<file path="src/rtl/sched_pkg.sv">
// Shared types and constants for the period scheduler: FSM state encoding,
// period width and the request clamp helper.
package sched_pkg;

  localparam int PERIOD_W = 32;

  typedef enum logic [1:0] {
    IDLE = 2'd0,
    RUN  = 2'd1,
    PEND = 2'd2,
    HOLD = 2'd3
  } state_t;

  function automatic logic [PERIOD_W-1:0] clamp_period(input logic [PERIOD_W-1:0] val,
                                                       input logic [PERIOD_W-1:0] min_val);
    return (val < min_val) ? min_val : val;
  endfunction

endpackage

</file>
<file path="src/rtl/tick_gen.sv">
// Interval counter for the period scheduler: counts enabled cycles and emits a
// registered one-cycle tick every 'period' enabled cycles; clear wins over enable.
module tick_gen
  import sched_pkg::*;
(
  input  logic                clk_in,
  input  logic                rst,
  input  logic                en,
  input  logic                clr,
  input  logic [PERIOD_W-1:0] period,
  output logic                wrap,
  output logic                tick
);

  localparam logic [PERIOD_W-1:0] ONE = 1;

  logic [PERIOD_W-1:0] count;

  // wrap is the combinational "this edge ends the interval" flag; >= guards a
  // period shortened below the frozen count while held.
  assign wrap = en && !clr && (count >= period - ONE);

  always_ff @(posedge clk_in or posedge rst) begin
    if (rst) begin
      count <= '0;
      tick  <= 1'b0;
    end else begin
      tick <= wrap;
      if (clr || wrap) begin
        count <= '0;
      end else if (en) begin
        count <= count + ONE;
      end
    end
  end

endmodule

</file>
<file path="src/rtl/period_sched.sv">
// Programmable periodic tick scheduler with start/stop/pause control and a
// valid/ready period-update port. Define PERIOD_SCHED_RAMP_EN for period ramping.
module period_sched
  import sched_pkg::*;
#(
  parameter logic [PERIOD_W-1:0] DEFAULT_PERIOD = 32'd50_000_000,
  parameter logic [PERIOD_W-1:0] MIN_PERIOD     = 32'd2,
  parameter logic [PERIOD_W-1:0] RAMP_STEP      = 32'd1_000_000,
  parameter logic [15:0]         RAMP_TICKS     = 16'd8
) (
  input  logic                clk_in,
  input  logic                rst,
  input  logic                start,
  input  logic                stop,
  input  logic                pause,
  input  logic                req_valid,
  input  logic [PERIOD_W-1:0] req_period,
  output logic                req_ready,
  output logic                tick,
  output logic [PERIOD_W-1:0] cur_period,
  output logic [1:0]          state_o,
  output logic                err
);

  state_t              state, state_next;
  logic                cnt_en;
  logic                wrap;
  logic                accept;
  logic                req_low;
  logic                pend_load;
  logic [PERIOD_W-1:0] req_clamped;
  logic [PERIOD_W-1:0] pend_period;

  assign accept      = req_valid && req_ready;
  assign req_low     = req_period < MIN_PERIOD;
  assign req_clamped = clamp_period(req_period, MIN_PERIOD);
  assign pend_load   = wrap && (state == PEND);

  always_ff @(posedge clk_in or posedge rst) begin
    if (rst) begin
      state <= IDLE;
    end else begin
      state <= state_next;
    end
  end

  always_comb begin
    state_next = state;
    if (stop) begin
      state_next = IDLE;
    end else begin
      case (state)
        IDLE: if (start) state_next = RUN;
        RUN: begin
          if (accept)     state_next = PEND;
          else if (pause) state_next = HOLD;
        end
        PEND: if (wrap) state_next = pause ? HOLD : RUN;
        HOLD: if (!pause) state_next = RUN;
        default: state_next = IDLE;
      endcase
    end
  end

  // HOLD counts on its exit edge so a pause of N cycles delays the tick by exactly N.
  always_comb begin
    req_ready = (state != PEND);
    state_o   = state;
    cnt_en    = (((state == RUN) || (state == HOLD)) && !pause) || (state == PEND);
  end

  tick_gen u_tick_gen (
    .clk_in (clk_in),
    .rst    (rst),
    .en     (cnt_en),
    .clr    (stop),
    .period (cur_period),
    .wrap   (wrap),
    .tick   (tick)
  );

`ifdef PERIOD_SCHED_RAMP_EN
  logic [15:0]         ramp_cnt;
  logic                ramp_hit;
  logic [PERIOD_W-1:0] ramp_period;

  assign ramp_hit    = wrap && ((ramp_cnt + 16'd1) >= RAMP_TICKS);
  assign ramp_period = (cur_period < MIN_PERIOD + RAMP_STEP) ? MIN_PERIOD
                                                             : cur_period - RAMP_STEP;

  // A buffered update landing on a ramp tick restarts the ramp count.
  always_ff @(posedge clk_in or posedge rst) begin
    if (rst) begin
      ramp_cnt <= '0;
    end else if (wrap) begin
      ramp_cnt <= (pend_load || ramp_hit) ? 16'd0 : ramp_cnt + 16'd1;
    end
  end
`endif

  always_ff @(posedge clk_in or posedge rst) begin
    if (rst) begin
      cur_period  <= DEFAULT_PERIOD;
      pend_period <= '0;
      err         <= 1'b0;
    end else begin
      err <= accept && req_low;
      if (accept && (state == RUN)) begin
        pend_period <= req_clamped;
      end
      if (pend_load) begin
        cur_period <= pend_period;
      end else if (accept && ((state == IDLE) || (state == HOLD))) begin
        cur_period <= req_clamped;
      end
`ifdef PERIOD_SCHED_RAMP_EN
      else if (ramp_hit) begin
        cur_period <= ramp_period;
      end
`endif
    end
  end

endmodule

</file>
<file path="config.mk">
export PLATFORM = sky130hd
export DESIGN_NAME = period_sched
export DESIGN_NICKNAME = d
export VERILOG_FILES = /design/src/rtl/sched_pkg.sv /design/src/rtl/tick_gen.sv /design/src/rtl/period_sched.sv
export SDC_FILE = /design/constraint.sdc
export NUM_CORES = 1
export LEC_CHECK = 0
export ABC_CLOCK_PERIOD_IN_PS = 3900
export BUFFER_PORTS_ARGS = -buffer_cell sky130_fd_sc_hd__buf_4
export CAP_MARGIN = 30
export CORE_MARGIN = 2
export CORE_UTILIZATION = 52
export CTS_BUF_LIST = sky130_fd_sc_hd__clkbuf_8
export CTS_CLUSTER_DIAMETER = 50
export DETAILED_ROUTE_END_ITERATION = 6
export PLACE_DENSITY = 0.76
export SYNTH_ARGS = -nofsm -noshare
export SYNTH_HDL_FRONTEND = slang
export SYNTH_SLANG_ARGS = --single-unit
</file>
<file path="constraint.sdc">
create_clock -name clk_in -period 3.9 [get_ports clk_in]
set_clock_uncertainty 0.1 [all_clocks]
set_input_delay 1.17 -clock clk_in [delete_from_list [all_inputs] [get_ports clk_in]]
set_output_delay 1.17 -clock clk_in [all_outputs]
set_load 0.02 [all_outputs]
</file>
==> results by stage <==
Global routing:
- The initial antenna violation count is 0.
- The via count of the first global-routing pass was 4,679.
- Entering global routing, the biggest net connects 101 pins.
- For this run, the total global-route usage over all layers was measured as 23.6%.
- The first global-routing pass estimated 23,700 um of wire.
- The met2 layer usage reported by global route is 38.3%.
- The layer carrying the most global-route usage is met2.
- Global routing consumed, on the met1 layer, 33.2% of the routing resources.
- The overall overflow remaining after global route is 0.
- The global routing met3 resource utilization is 3.57%.

Critical path:
- The worst register-to-register path begins at cur_period[11].
- The most frequent cell on the critical path is or4_4.
- Tracing the worst setup path back leads to its startpoint at cur_period[11].
- The startpoint-to-endpoint class of the critical path is reg2reg.
- The cell at the slowest stage of the critical path is or4_4.
- STA puts the critical path data required time at 4060 ps.
- The endpoint class of the critical path is a flop.
- The maximum fanout along the worst path is 16.
- The delay of the slowest cell on the worst path is 570 ps.
- The signal on the critical path passes through or4_4 > or2b_1 > or4_4 > nor4_4 > xnor2_2 > ha_1 > a21oi_1 > o21ai_1 > a221oi_2 > and2_4 > a21oi_4 > buf_12 > a221o_1.
- The worst setup path is launched from a flop.
- At the worst endpoint, the arrival time is 4100 ps.

Floorplanning:
- The floorplan step defined a die boundary enclosing 12,200 sq um.
- The number of ports placed on the die boundary is 75.
- The floorplan step set the die width to 110 um.
- The die height is 110 um.
- The total area inside the core boundary comes to 10,900 sq um.
- The initial utilization of the core area, before any placement, comes to 53.8%.
- The row count is 38.

Drt:
- Using the TritonRoute via totals, the vias-per-cell ratio works out to 5.89.
- After detailed routing, the average wire length per cell comes to 18.1 um.
- The total vias in the final route is 4,780.
- The DRC violation total after the first TritonRoute iteration is 220.
- For this run, design rule violations remaining after detail routing come to 0.
- The count of nets left with antenna violations once routing finished came out at 0.
- The first TritonRoute pass finished after 4 iterations.
- For this block, the routed nets add up to 14,700 um of wire.

Yosys:
- The share of flip-flops with an asynchronous set or reset after synthesis is 100%.
- Summing the sequential cell areas from Yosys gives 42.8% of the chip area.
- The net count of the mapped netlist is 634.
- Yosys mapped a number of flops with a built-in enable equal to 0.
- The mapped netlist covers 5890 sq um.
- The Yosys step of the flow raised 0 warnings.
- In the synthesized netlist, the number of instances is 558.
- In the synthesized netlist the dominant register cell turns out to be dfrtp_1.
- The number of register bits inferred by synthesis is 100.
- The post-synthesis area per instance is 10.6 sq um.
- Synthesis instantiated 58 different standard cells from the library.

Final layout:
- The cell area after layout is 7350 sq um.
- The fraction of final layout cells sized beyond drive strength 1 is 32.3%.
- The number of nets in the finished design is 742.
- The number of antenna diodes is 0.
- The area growth from synthesis to layout is 24.8%.

Status:
- The checks that failed: negative setup slack.
- The flow ran to the end, but the final reports show violations.

Placed design:
- The wire-length estimate of the detail-placed layout is 10,200 um.
- The port buffer count is 74.
- The congestion estimate from routability-driven global placement came to 0.872.
- Before CTS, the worst setup slack after placement is -156 ps.
- The cell area reported after detailed placement is 6850 sq um.

Clock network:
- The CTS buffer count is 9.
- In this run the number of H-tree levels came out at 3.
- The TritonCTS clock tree is yes.
- The deepest clock path buffer count is 2.
- After clock tree synthesis, the clock-pin slew on the worst setup and hold paths is 100 ps.
- Hold repair after CTS inserted 0 buffers.
- Counting every sink on the clock net gives 100.
- The tree is rooted in a clkbuf_8.
- The clock latency at the later pin of the worst-skew pair is 380 ps.

Pwr:
- The power density over the cells is 396 nW/um^2.
- Summed over all cells, the static leakage comes to 0.00319 uW.
- The final total power is 2910 uW.
- IR analysis of the VDD net gives a maximum drop of 0.303 mV.

STA:
- Setup repair after global routing could not meet its margin everywhere.
- The smallest hold slack is 393 ps.
- Setup slack on the critical path of the routed design comes to -41.8 ps.
- The share of the cycle needed by the critical path after routing is 101%.
- The worst pin sits at a relative slew slack of 42.5%.
- The final period demand of the worst path is 3940 ps.
- The fmax is 254 MHz.
- The final count of pins violating max slew is 0.
- The slew at the pin with the worst max-slew slack is 841 ps.
- The total of endpoints with negative setup slack in the final report is 31.
- The final hold violation count is 0.

Run:
- The number of violations of the max-capacitance limit is 0.

Worst hold path:
- The min-delay analysis places its worst path in the category reg2reg.
- The hold path startpoint is pend_period[1].
## repair_timing
action,CTS,global route
resized for setup,12,18
buffers inserted,3,4
hold endpoints to repair,0,0
cloned,0,4
pin swaps,4,4
endpoints found under the setup margin,62,67
## cells by family (layout without fill, tap and decap cells)
family / count (synthesis) / in the layout / share of synthesized area [%]
AO/OA/AOI/OAI: 83 / 83 / 11.6
XOR/XNOR: 57 / 57 / 8.48
adder cells (fa/ha/maj): 38 / 38 / 8.07
buffers and inverters: 33 / 146 / 2.21
flip-flops: 100 / 100 / 42.8
multiplexers: 30 / 30 / 5.74
AND/OR/NAND/NOR: 217 / 217 / 21.2
## cells in the mapped netlist, drive strengths merged (2+ instances only)
master,instances,share of area [%]
buf,6,0.49
o21ai,9,0.83
o21a,4,0.51
nor4,14,1.8
and3,7,0.77
a2111oi,2,0.62
nand4,10,1.1
and4,10,1.5
inv,13,0.83
nor3b,3,0.38
nand2b,6,0.64
nor2b,4,0.42
or4,3,0.51
a31oi,3,0.32
nor3,40,3.5
xor2,26,3.9
o211ai,2,0.25
a221o,33,5.6
nand4b,2,0.30
or3,2,0.30
dfstp,12,5.4
nor2,24,1.5
nand3,16,1.4
a21oi,17,1.6
and2,37,3.9
nand2,35,2.3
ha,38,8.1
dfrtp,88,37
mux2,30,5.7
a21o,2,0.25
a22oi,2,0.25
a311o,2,0.34
clkbuf,14,0.89
xnor2,31,4.6
## worst paths after layout
path	slack (ps)	end	cells past startpoint
setup / recovery	-40	cur_period[16]	13
hold / removal	390	pend_period[1]	2
setup reg to reg	-40	cur_period[16]	13
hold reg to reg	390	pend_period[1]	2
max in group asynchronous	2470	cur_period[11]	3
min in group asynchronous	830	pend_period[7]	3
## worst max-delay path, delay by kind of cell (launching register included)
kind	cells	cell delay, ps
and+or+nand+nor	5	1740
AOI/OAI and AO/OA	5	980
DFF	1	410
adders and majority gates	1	270
buffers and inverters	1	170
xor gates and xnor gates	1	150
## cell type report
| class | count | area, sq um |
|---|---|---|
| clock buffer | 9 | 124 |
| clock inverter | 7 | 58.8 |
| fill | 826 | 3580 |
| inverter | 13 | 52.6 |
| multi-input combinational | 425 | 3410 |
| sequential | 100 | 2520 |
| tap | 140 | 175 |
| timing repair buffer | 117 | 1010 |
## placed cells by master, fill, tap and decap left out, drive strengths merged, types with 10 or more instances in the layout
cell type and instances:
a21oi 17, nor3 40, xnor2 31, nand4 10, a221o 33, and4 10
nand3 16, ha 38, and2 37, dfstp 12, nor4 14, buf 113
dfrtp 88, nand2 35, nor2 24, clkbuf 13, inv 16, mux2 30
xor2 26
## where the power goes
| part | internal [uW] | total [uW] | switching, uW |
|---|---|---|---|
| clock network | 243 | 648 | 405 |
| registers | 1220 | 1370 | 150 |
| logic | 451 | 886 | 435 |
| total | 1920 | 2910 | 990 |
## registers in the layout, summed over array words and instances (netlist names)
signal	count
pend_period	32
err	1
cur_period	32
state_o	2
u_tick_gen.count	32
u_tick_gen.tick	1
## routing by layer
| metal | vias to the layer above | wire length [um] | share of wire [%] |
|---|---|---|---|
| li1 | 2279 | - | - |
| met5 | - | 0 | 0 |
| met2 | 100 | 7150 | 49 |
| met1 | 2380 | 6770 | 46 |
| met4 | 0 | 262 | 1.8 |
| met3 | 21 | 494 | 3.4 |
## through the flow
step | setup TNS (ps) | cells | util [%]
after floorplan | 0 | 558 | -
after global placement | -1950 | 784 | 62.6
after detailed placement | -5450 | 784 | 62.6
after CTS | -794 | 803 | 65.0
after global routing | -9470 | 811 | 67.2
final | -710 | 811 | 67.2
No activity file was read; power rests on OpenSTA's default activity.
